[src/rtl/aes_round_ctrl.sv]
`default_nettype none
// ============================================================================
// Module  : aes_round_ctrl
// Brief   : Iterative AES-128 encryption sequencer, one round per clock.
// Revision: 1.0 - initial release
// ============================================================================
module aes_round_ctrl #(
    parameter int NR      = 10,
    parameter int ROUND_W = 4
) (
    input  logic               clk,
    input  logic               reset,
    input  logic               flush,
    input  logic               in_valid,
    output logic               in_ready,
    input  logic [0:127]       in_data,
    input  logic [0:127]       in_key,
    output logic               out_valid,
    input  logic               out_ready,
    output logic [0:127]       out_data,
    output logic [0:127]       dp_state,
    output logic [0:127]       dp_key,
    output logic               dp_last,
    input  logic [0:127]       dp_result,
    output logic [0:127]       ks_prev,
    output logic [7:0]         ks_rcon,
    input  logic [0:127]       ks_key,
    output logic [ROUND_W-1:0] round,
    output logic               busy
);

    typedef enum logic [1:0] {
        ST_IDLE  = 2'd0,
        ST_ROUND = 2'd1,
        ST_DONE  = 2'd2
    } fsm_t;

    localparam logic [ROUND_W-1:0] c_last_round = ROUND_W'(NR);
    localparam logic [ROUND_W-1:0] c_first_round = ROUND_W'(1);
    localparam logic [7:0]         c_rcon_init  = 8'h01;

    fsm_t               fsm_q,   fsm_d;
    logic [0:127]       state_q, state_d;
    logic [0:127]       key_q,   key_d;
    logic [ROUND_W-1:0] round_q, round_d;
    logic [7:0]         rcon_q,  rcon_d;

    logic w_in_round;
    logic w_is_last;

    always_ff @(posedge clk) begin
        if (reset || flush) begin
            fsm_q   <= ST_IDLE;
            state_q <= '0;
            key_q   <= '0;
            round_q <= '0;
            rcon_q  <= c_rcon_init;
        end else begin
            fsm_q   <= fsm_d;
            state_q <= state_d;
            key_q   <= key_d;
            round_q <= round_d;
            rcon_q  <= rcon_d;
        end
    end

    assign w_in_round = (fsm_q == ST_ROUND);
    assign w_is_last  = w_in_round && (round_q == c_last_round);

    always_comb begin
        fsm_d   = fsm_q;
        state_d = state_q;
        key_d   = key_q;
        round_d = round_q;
        rcon_d  = rcon_q;
        case (fsm_q)
            ST_IDLE: begin
                if (in_valid) begin
                    state_d = in_data ^ in_key;
                    key_d   = in_key;
                    round_d = c_first_round;
                    rcon_d  = c_rcon_init;
                    fsm_d   = ST_ROUND;
                end
            end
            ST_ROUND: begin
                state_d = dp_result;
                key_d   = ks_key;
                // xtime: multiply by x in GF(2^8) to advance Rcon
                rcon_d  = {rcon_q[6:0], 1'b0} ^ (rcon_q[7] ? 8'h1B : 8'h00);
                if (w_is_last) begin
                    round_d = '0;
                    fsm_d   = ST_DONE;
                end else begin
                    round_d = round_q + c_first_round;
                end
            end
            ST_DONE: begin
                if (out_ready) begin
                    fsm_d = ST_IDLE;
                end
            end
            default: begin
                fsm_d = ST_IDLE;
            end
        endcase
    end

    assign in_ready  = (fsm_q == ST_IDLE);
    assign out_valid = (fsm_q == ST_DONE);
    assign busy      = w_in_round;
    assign out_data  = state_q;
    assign dp_state  = state_q;
    assign dp_key    = ks_key;
    assign dp_last   = w_is_last;
    assign ks_prev   = key_q;
    assign ks_rcon   = w_in_round ? rcon_q : 8'h00;
    assign round     = round_q;

endmodule
`default_nettype wire

[config.mk]
export PLATFORM = sky130hd
export DESIGN_NAME = aes_round_ctrl
export DESIGN_NICKNAME = d
export VERILOG_FILES = /design/src/rtl/aes_round_ctrl.sv
export SDC_FILE = /design/constraint.sdc
export NUM_CORES = 1
export LEC_CHECK = 0
export ABC_CLOCK_PERIOD_IN_PS = 1300
export CAP_MARGIN = 40
export CORE_AREA = 4 4 408 410
export CTS_BUF_LIST = sky130_fd_sc_hd__clkbuf_2
export DETAILED_ROUTE_END_ITERATION = 12
export DIE_AREA = 0 0 412 414
export GPL_ROUTABILITY_DRIVEN = 1
export PLACE_DENSITY = 0.42
export RECOVER_POWER = 25
export SLEW_MARGIN = 30
export SYNTH_ARGS = -nofsm -noshare
export SYNTH_HDL_FRONTEND = slang
export SYNTH_SLANG_ARGS = --single-unit
export TNS_END_PERCENT = 1
[constraint.sdc]
create_clock -name clk -period 1.3 [get_ports clk]
set_input_delay 0.39 -clock clk [delete_from_list [all_inputs] [get_ports clk]]
set_output_delay 0.39 -clock clk [all_outputs]
set_load 0.01 [all_outputs]
# Word-level counts from Yosys, hierarchy flattened
# Index checks and enable logic that the tools add are counted.
[totals]
register_bits = 270
inputBits = 517
output_inout_bits = 528
wordCells = 35
[op_classes]
addsub = 1
eq_ne = 6
n_mux = 15
bitwise_logic = 2
n_reduce_logical = 6
[op_table]
columns = ["cell", "count"]
rows = [
  ["128-bit case mux with 2 select lines", 2],
  ["128-bit two-way mux", 2],
  ["128-bit XOR", 1],
  ["8-bit two-way mux", 2],
  ["8-bit case mux with 2 select lines", 1],
  ["4-bit two-way mux", 2],
  ["4-bit case mux with 2 select lines", 1],
  ["8-bit by 5-bit XOR with 8-bit output", 1],
  ["2-bit two-way mux", 3],
  ["2-bit case mux with 3 select lines", 1],
  ["5-bit two-way mux", 1],
  ["4-bit by 1-bit adder with 4-bit output, second input constant", 1],
  ["4-bit equality test, second input constant", 1],
  ["2-bit != test, second input constant", 2],
  ["3-bit AND reduction", 1],
  ["2-bit by 1-bit equality test with 1-bit output, second input constant", 1],
  ["2-bit equality test, second input constant", 1],
  ["2-bit logical NOT", 1],
  ["2-bit by 1-bit != test with 1-bit output, second input constant", 1],
  ["2-bit AND reduction", 1],
  ["2-bit nonzero test", 1],
  ["1-bit logical AND", 1],
  ["1-bit logical OR", 1],
]

# Longest topological paths before layout
# Gate-level depths: netlist (run 1).
[logic_depth]
ltp_word = 4
depth_mapped = 7
mapped_depth_nobuf = 5

# Least setup slack after synthesis (run 1)
# OpenSTA, ideal clock, no wires.
[synth_path]
path_kind = "register to output"
start = "reg fsm_q[0]"
end = "out ks_rcon[1]"
t_arrival_ns = 1.110
required_ns = 0.910
slack_ns = -0.200
stages_incl_launch_ff = 7
path_buffers = 3
path_cell_list = "dfxtp_1 buf_6 nand2b_4 inv_2 clkbuf_1 and2_1 buf_4"
[synth_via]
elab_chain_len = 2
[synth_lines]
columns = ["item", "line_no", "source"]
rows = [
  ["start: declaration", "42", "fsm_t fsm_q, fsm_d;"],
  ["start signal: assignment", "59", "fsm_q <= fsm_d;"],
  ["2-bit by 1-bit equality test with 1-bit output", "67", "assign w_in_round = (fsm_q == ST_ROUND);"],
  ["net busy", "29", "output logic busy"],
  ["8-bit two-way mux", "117", "assign ks_rcon = w_in_round ? rcon_q : 8'h00;"],
  ["end: declaration", "26", "output logic [7:0] ks_rcon,"],
]
# The timed path passes the listed nets, and every way through them passes these cells.

# Final worst setup path (run 1)
[layout_path]
start = "reg fsm_q[1]"
end = "out dp_last"
[layout_via]
elab_chain_len = 2
[layout_lines]
columns = ["item", "line_no", "source"]
rows = [
  ["2-bit by 1-bit equality test with 1-bit output", "67", ""],
  ["1-bit logical AND", "68", "assign w_is_last = w_in_round && (round_q == c_last_round);"],
  ["end: declaration", "23", "output logic dp_last,"],
]
# Every way passes these cells.

==> results_tabular.tex, run 1 <==
\begin{tabular}{lr}
\hline
Metric & Value \\
\hline
\multicolumn{2}{l}{\textbf{Status}} \\
Run status & complete, but fails checks \\
Failing checks & negative setup slack \\
\multicolumn{2}{l}{\textbf{Clocking}} \\
CTS tree & done \\
Worst skew pair latency & 1.18 ns \\
TritonCTS buffer count & 89 \\
CTS H-Tree Depth & 3 \\
Clk buf depth & 3 \\
Cell at the root of the clock tree & sky130\_fd\_sc\_hd\_\_clkbuf\_2 \\
Number of hold buffers added after cts & 538 \\
Clock-pin slew on the worst setup and hold paths & 0.09 ns \\
CTS Sinks & 270 \\
\multicolumn{2}{l}{\textbf{Timing}} \\
Final worst path period share & 202\% \\
Final-layout setup total negative slack & -483.28 ns \\
Final setup violation count & 798 \\
Number of hold violations in the final report & 0 \\
Max Slew Vio Count & 0 \\
Worst hold slack & 0.154 ns \\
Maximum clock frequency & 381 MHz \\
Fin worst setup slack & -1.32 ns \\
Pin slew with the least headroom to its limit & 0.691 ns \\
Slew margin rel. & 53.8\% \\
Final clock skew & 0.0877 ns \\
Minimum period implied by the final worst setup slack & 2.62 ns \\
Unrepaired setup endpoints after global routing & true \\
\multicolumn{2}{l}{\textbf{Logic synthesis}} \\
Netlist area before placement & 14600 µm² \\
Seq/Total Area, Yosys & 37.1\% \\
Leading cell types by total area after synthesis & sky130\_fd\_sc\_hd\_\_dfxtp\_1 (37\%), sky130\_fd\_sc\_hd\_\_buf\_4 (14\%), sky130\_fd\_sc\_hd\_\_xor2\_1 (7.9\%) \\
Ys Warns & 0 \\
Commonest cells post-synth & sky130\_fd\_sc\_hd\_\_dfxtp\_1 (270), sky130\_fd\_sc\_hd\_\_buf\_4 (266), sky130\_fd\_sc\_hd\_\_nand2\_1 (251), sky130\_fd\_sc\_hd\_\_nor2\_1 (141), sky130\_fd\_sc\_hd\_\_a22oi\_1 (136) \\
Share of the synthesized area in the top cell type & 37.1\% \\
Avg Inst Size Synth & 8.97 µm² \\
Synthesized netlist net count & 2144 \\
Dominant cell type by area after synthesis & sky130\_fd\_sc\_hd\_\_dfxtp\_1 \\
Library cells used by synthesis & 37 \\
Main synth FF type & sky130\_fd\_sc\_hd\_\_dfxtp\_1 \\
Cells after Synth & 1625 \\
Count leader, synth & sky130\_fd\_sc\_hd\_\_dfxtp\_1 \\
Number of flops mapped to enable cells by yosys & 0 \\
Share of async-settable or async-resettable flops after synthesis & 0\% \\
Number of synthesized register bits & 270 \\
\multicolumn{2}{l}{\textbf{GRT}} \\
Initial antenna violation count & 27 \\
Wire length of the first global-routing pass & 168 mm \\
Pin count of the biggest net entering global routing & 65 \\
GR Util All Layers & 14.1\% \\
Vias in the first global route & 20170 \\
Global-route congestion overflow total & 0 \\
\multicolumn{2}{l}{\textbf{Power}} \\
Portion of total power attributed to sequential cells & 34.9\% \\
Cell-internal power & 16.9 mW \\
Share of total power in combinational logic & 37.7\% \\
PwrDens & 706 nW/µm² \\
Portion of total power attributed to the clock network & 27.4\% \\
Switching component of the power & 9.10 mW \\
Maximum vdd ir drop & 391 µV \\
Overall power consumption & 26.0 mW \\
Lkg Pwr & 14.8 nW \\
Switching share of power & 35.0\% \\
\multicolumn{2}{l}{\textbf{Place}} \\
Count of placed standard cells including taps & 4858 \\
Post-Place Cell Area & 29500 µm² \\
DP Wirelength & 104 mm \\
Pre-CTS setup slack & -1.18 ns \\
Total of buffers placed on input and output ports & 1044 \\
Placer congestion estimate & 0.857 \\
\multicolumn{2}{l}{\textbf{Setup path}} \\
CP required & 0.91 ns \\
Critical path endpoint category & primary output \\
Worst Setup Path Type & flop to primary output \\
Max Fanout on Critical Path & 2 \\
Startpoint type of the worst setup path & flop \\
CP arrival & 2.23 ns \\
\multicolumn{2}{l}{\textbf{Layout}} \\
Final standard cell utilization of the core & 22.6\% \\
Layout Cells excl Fill & 5552 \\
Area delta synth->final & 152\% \\
Fill cells & 17722 \\
Layout net count & 3839 \\
Post-route cell area & 36800 µm² \\
Fraction of final layout cells with drive strength greater than 1 & 37.7\% \\
\multicolumn{2}{l}{\textbf{Routing}} \\
Iteration-0 DRC Markers & 960 \\
Antenna Nets Post-Route & 0 \\
Detailed Routing Iterations Pass 1 & 5 \\
Per-cell routed wire length & 22.8 µm \\
Drc violations & 0 \\
Wire length reported by the detailed router & 126 mm \\
Via count & 19056 \\
Via/cell ratio & 3.43 \\
\multicolumn{2}{l}{\textbf{Worst hold path}} \\
Worst min-delay path category & primary input to flop \\
\multicolumn{2}{l}{\textbf{Floorplan}} \\
Chip height & 414 µm \\
Die outline area & 171000 µm² \\
Starting density of the core & 8.98\% \\
Floorplan row count & 148 \\
Chip width & 412 µm \\
Core footprint & 162000 µm² \\
Count of boundary I/O pins & 1045 \\
\multicolumn{2}{l}{\textbf{Job}} \\
Max-capacitance violation count & 0 \\
\hline
\end{tabular}
## worst paths after layout
path                        startpoint                        end  slack [ns]  depth (start not counted)
max              fsm_q[1]$_SDFFE_PP0P_                    dp_last       -1.32                          6
min                              reset  dp_state[35]$_SDFFE_PP0P_        0.15                          6
max reg2reg      fsm_q[1]$_SDFFE_PP0P_   ks_prev[82]$_SDFFE_PP0P_       -0.59                          8
min reg2reg  dp_state[13]$_SDFFE_PP0P_  dp_state[13]$_SDFFE_PP0P_        0.47                          1
## kinds of logic (layout without fill, tap and decap cells)
kind of cell / after synthesis / count (layout) / synth area share, %
and+or+nand+nor: 412 / 412 / 11.0
xor gates and xnor gates: 131 / 131 / 7.87
AOI/OAI and AO/OA: 408 / 408 / 25.6
muxes: 1 / 1 / 0.0686
other: 0 / 7 / 0
DFF: 270 / 270 / 37.1
buffers and inverters: 401 / 2146 / 18.2
adders and majority gates: 2 / 2 / 0.172
## power by group through the flow
stage          logic [mW]  registers [mW]  clock network (mW)
2_1_floorplan        2.51            9.26                   0
3_3_place_gp         8.33            9.20                   0
3_5_place_dp         8.31            9.20                   0
4_1_cts              9.82            9.03                7.78
5_1_grt              10.4            9.13                8.05
6_report             9.79            9.08                7.11
## layout make-up
cell class	instances	area [µm²]	share of cell area, %
multi-input cells	954	6570	17.9
clock buffers	122	611	1.66
diodes	7	17.5	0.0476
inverters	9	46.3	0.126
clock inverters	19	97.6	0.265
well taps	2175	2720	7.40
repair buffers	1996	20800	56.6
flip-flops and latches	270	5890	16.0
## sequential cells by signal (all words and copies together), names as in the netlist
signal and count:
dp_state 128, ks_prev 128, rcon_q 8, round 4
fsm_q 2
## worst max-delay path, cell delays in order, from the launching register on
cell	delay (ns)
sky130_fd_sc_hd__dfxtp_2	0.32
sky130_fd_sc_hd__nand2b_4	0.13
sky130_fd_sc_hd__buf_6	0.12
sky130_fd_sc_hd__buf_12	0.12
sky130_fd_sc_hd__nor2_4	0.12
sky130_fd_sc_hd__buf_6	0.13
sky130_fd_sc_hd__buf_12	0.10
## placed cells by master (no fill, tap or decap), types with 7 or more instances in the layout
cell type / instances
sky130_fd_sc_hd__nand2_1: 250
sky130_fd_sc_hd__a311oi_1: 64
sky130_fd_sc_hd__buf_12: 128
sky130_fd_sc_hd__nor2_1: 137
sky130_fd_sc_hd__xor2_1: 131
sky130_fd_sc_hd__buf_6: 358
sky130_fd_sc_hd__buf_4: 328
sky130_fd_sc_hd__inv_1: 7
sky130_fd_sc_hd__a22oi_1: 136
sky130_fd_sc_hd__dlygate4sd3_1: 538
sky130_fd_sc_hd__o2bb2ai_1: 128
sky130_fd_sc_hd__a311oi_2: 60
sky130_fd_sc_hd__clkinv_1: 13
sky130_fd_sc_hd__diode_2: 7
sky130_fd_sc_hd__dfxtp_2: 160
sky130_fd_sc_hd__buf_2: 10
sky130_fd_sc_hd__clkdlybuf4s50_1: 625
sky130_fd_sc_hd__clkbuf_2: 127
sky130_fd_sc_hd__dfxtp_1: 33
sky130_fd_sc_hd__dfxtp_4: 77
## layer usage
metal	global-route usage, %	share of wire (%)	vias up
met4	4.05	2.7	14
met1	16.9	41	9128
met3	4.27	7.8	162
met2	24.2	48	760
met5	0	0.066	-
li1	-	-	8992
## repair_timing
action	CTS	global route
gates resized for setup	981	878
pin swaps	1	1
hold endpoints to repair	259	8
setup endpoints to repair	797	798
setup buffers	6	2
(Power assumes the default switching activity.)
==> run 2, diff against run 1 <==
--- a/config.mk
+++ b/config.mk
@@ -18,4 +18,4 @@
 export SYNTH_ARGS = -nofsm -noshare
 export SYNTH_HDL_FRONTEND = slang
 export SYNTH_SLANG_ARGS = --single-unit
-export TNS_END_PERCENT = 1
+export TNS_END_PERCENT = 100
==> run 2 against run 1 <==
The run still ends with negative setup slack left. Via count rose by 8.6%. Cell count rose by 5.9%. Count of clock-buffer cells in the layout rose by 13. Critical endpoint unchanged. Largest power group unchanged. Highest routed layer unchanged.
==> results_tabular.tex, run 2 (synthesis results as in run 1) <==
\begin{tabular}{lr}
\hline
Metric & Value \\
\hline
\multicolumn{2}{l}{\textbf{Status}} \\
Run status & complete, but fails checks \\
Failing checks & negative setup slack \\
\multicolumn{2}{l}{\textbf{Place}} \\
DP Wirelength & 88.1 mm (-15\%) \\
Post-Place Cell Area & 28700 µm² (-2.7\%) \\
Placer congestion estimate & 0.883 (+3.0\%) \\
Total of buffers placed on input and output ports & 1044 (unchanged) \\
\multicolumn{2}{l}{\textbf{Clocking}} \\
Cell at the root of the clock tree & sky130\_fd\_sc\_hd\_\_clkbuf\_2 \\
Clk buf depth & 3 (unchanged) \\
Clock-pin slew on the worst setup and hold paths & 0.10 ns (about the same) \\
Worst skew pair latency & 1.25 ns (+0.07 ns) \\
TritonCTS buffer count & 91 (+2.2\%) \\
CTS H-Tree Depth & 3 (unchanged) \\
CTS tree & done \\
CTS Sinks & 270 (unchanged) \\
\multicolumn{2}{l}{\textbf{Job}} \\
Max-capacitance violation count & 0 (unchanged) \\
\multicolumn{2}{l}{\textbf{Routing}} \\
Antenna Nets Post-Route & 0 (unchanged) \\
Drc violations & 0 (unchanged) \\
Per-cell routed wire length & 21.2 µm (-6.7\%) \\
Via count & 20696 (+8.6\%) \\
Via/cell ratio & 3.52 (+2.6\%) \\
Wire length reported by the detailed router & 125 mm (-1.2\%) \\
Iteration-0 DRC Markers & 910 (-5.2\%) \\
Detailed Routing Iterations Pass 1 & 6 (+1) \\
\multicolumn{2}{l}{\textbf{GRT}} \\
Global-route congestion overflow total & 0 (unchanged) \\
Global-route track usage on met3 & 3.11\% (-1.2 points) \\
Initial antenna violation count & 5 (-81\%) \\
GR Util All Layers & 12.9\% (-1.2 points) \\
GR Layer Usage met1 & 15.6\% (-1.3 points) \\
Wire length of the first global-routing pass & 160 mm (-5.1\%) \\
Pin count of the biggest net entering global routing & 45 (-31\%) \\
Met2 layer usage reported by global route & 22.3\% (-1.9 points) \\
GRT Max-Usage Layer & met2 \\
Vias in the first global route & 21794 (+8.1\%) \\
\multicolumn{2}{l}{\textbf{Worst hold path}} \\
Worst min-delay path category & primary input to flop \\
Cells on Worst Hold Path & 6 (unchanged) \\
\multicolumn{2}{l}{\textbf{Power}} \\
Lkg Pwr & 17.1 nW (+15\%) \\
PwrDens & 669 nW/µm² (-5.4\%) \\
Maximum vdd ir drop & 399 µV (+2.0\%) \\
Overall power consumption & 27.8 mW (+6.8\%) \\
\multicolumn{2}{l}{\textbf{Setup path}} \\
CP required & 0.91 ns (about the same) \\
Critical path's slowest cell & sky130\_fd\_sc\_hd\_\_dfxtp\_2 \\
Worst Setup Path Type & flop to primary output \\
Max Fanout on Critical Path & 2 (unchanged) \\
Ordered list of cells on the worst path & inv\_2, ha\_4, nand3b\_1, nor2\_4, buf\_6 \\
Startpoint type of the worst setup path & flop \\
Cell family with the largest share of critical-path delay & flip-flops \\
CP arrival & 2.12 ns (-0.11 ns) \\
Number of cells traversed by the worst register-to-register path & 10 (+2) \\
Critical path endpoint category & primary output \\
Critical path buffers and inverters & 2 (-2) \\
Count of cell instances traversed by the critical path & 5 (-1) \\
Max stage delay on crit path & 0.33 ns (about the same) \\
\multicolumn{2}{l}{\textbf{Timing}} \\
Worst hold slack & 0.359 ns (+0.205 ns) \\
Slew margin rel. & 56.4\% (+2.6 points) \\
Final setup violation count & 677 (-15\%) \\
Maximum clock frequency & 399 MHz (+4.7\%) \\
Final-layout setup total negative slack & -460.12 ns (+23.16 ns) \\
Pin slew with the least headroom to its limit & 0.655 ns (-0.0367 ns) \\
Number of hold violations in the final report & 0 (unchanged) \\
Fin worst setup slack & -1.21 ns (+0.117 ns) \\
Unrepaired setup endpoints after global routing & true \\
Max Slew Vio Count & 0 (unchanged) \\
Final worst path period share & 193\% (-9.0 points) \\
Minimum period implied by the final worst setup slack & 2.51 ns (-0.117 ns) \\
Final clock skew & 0.0625 ns (-0.0252 ns) \\
\multicolumn{2}{l}{\textbf{Layout}} \\
Area delta synth->final & 185\% \\
Most common cell after layout, fill and taps aside & sky130\_fd\_sc\_hd\_\_dlygate4sd3\_1 \\
Commonest cells after routing, fill and taps aside & sky130\_fd\_sc\_hd\_\_dlygate4sd3\_1 (667), sky130\_fd\_sc\_hd\_\_buf\_6 (486), sky130\_fd\_sc\_hd\_\_clkdlybuf4s50\_1 (390) \\
Fraction of final layout cells with drive strength greater than 1 & 48.5\% (+11 points) \\
Post-route cell area & 41500 µm² (+13\%) \\
Layout net count & 4153 (+8.2\%) \\
Fill cells & 17398 (-1.8\%) \\
\multicolumn{2}{l}{\textbf{Floorplan}} \\
Core footprint & 162000 µm² (unchanged) \\
Starting density of the core & 8.98\% (unchanged) \\
Die outline area & 171000 µm² (unchanged) \\
Chip height & 414 µm (unchanged) \\
Chip width & 412 µm (unchanged) \\
Count of boundary I/O pins & 1045 (unchanged) \\
Floorplan row count & 148 (unchanged) \\
\hline
\end{tabular}
-- run 2: cell count changes in the layout (fill, tap and decap cells not counted), sizes merged --
cell	previous run	this run
clkdlybuf4s18	0	1
clkdlybuf4s15	0	115
dlygate4sd3	538	667
inv	11	12
diode	7	9
clkbuf	127	195
clkdlybuf4s50	625	390
buf	826	995
clkinv	14	13
bufbuf	0	1
dlygate4sd2	2	78
-- run 2: final timing paths --
check,from,to,slack [ns]
min,in_data[2],dp_state[2]$_SDFFE_PP0P_,0.36
max reg2reg,fsm_q[1]$_SDFFE_PP0P_,dp_state[62]$_SDFFE_PP0P_,-0.62
max,round[0]$_SDFFE_PP0P_,dp_last,-1.21
min reg2reg,dp_state[17]$_SDFFE_PP0P_,dp_state[17]$_SDFFE_PP0P_,0.49
-- run 2: metrics by stage --
stage               setup WS, ns  util, %  std cells
detailed placement        -0.769     17.7       4817
global route               -1.61     25.6       5874
global placement          -0.774     17.7       4817
finish                     -1.21     25.6       5878
CTS                        -1.60     23.5       5735
floorplan                -0.0736        -       1625
-- run 2: repair_timing --
item                                    4_1_cts  5_1_grt
resized for setup                          3039      387
endpoints found under the setup margin      796      676
hold endpoints to repair                    264        0
hold buffers                                667        0
buffers inserted                            105      105
gates cloned                                  7       37
pin swaps                                    10      135
-- run 2: worst register-to-register path: stages, from the launching register on --
cell and delay, ns:
sky130_fd_sc_hd__dfxtp_2 0.34, sky130_fd_sc_hd__buf_6 0.11, sky130_fd_sc_hd__buf_6 0.12, sky130_fd_sc_hd__buf_6 0.11, sky130_fd_sc_hd__o21ba_4 0.32, sky130_fd_sc_hd__buf_6 0.14
sky130_fd_sc_hd__nor2_4 0.04, sky130_fd_sc_hd__buf_12 0.14, sky130_fd_sc_hd__clkbuf_16 0.20, sky130_fd_sc_hd__buf_16 0.17, sky130_fd_sc_hd__o2bb2ai_2 0.13
-- run 2: final cells by class --
type	count	area [µm²]	area share, %
Clock buffer	135	676	1.63
Antenna cell	9	22.5	0.0543
Sequential cell	270	5980	14.4
Inverter	9	41.3	0.0995
Timing Repair inverter	1	11.3	0.0271
Clock inverter	18	95.1	0.229
Multi-Input combinational cell	954	7700	18.5
Timing Repair Buffer	2307	24300	58.5
Tap cell	2175	2720	6.56
-- run 2: per-layer routing --
layer | share of wire (%) | routed length (µm)
met4 | 3.2 | 3940
met1 | 42 | 52000
met2 | 49 | 61300
met3 | 6.1 | 7600
met5 | 0.010 | 13
-- run 2: report_power, final --
group	switching [mW]	internal (mW)
Sequential	0.489	8.62
Clock	4.78	2.78
Combinational	4.53	6.56
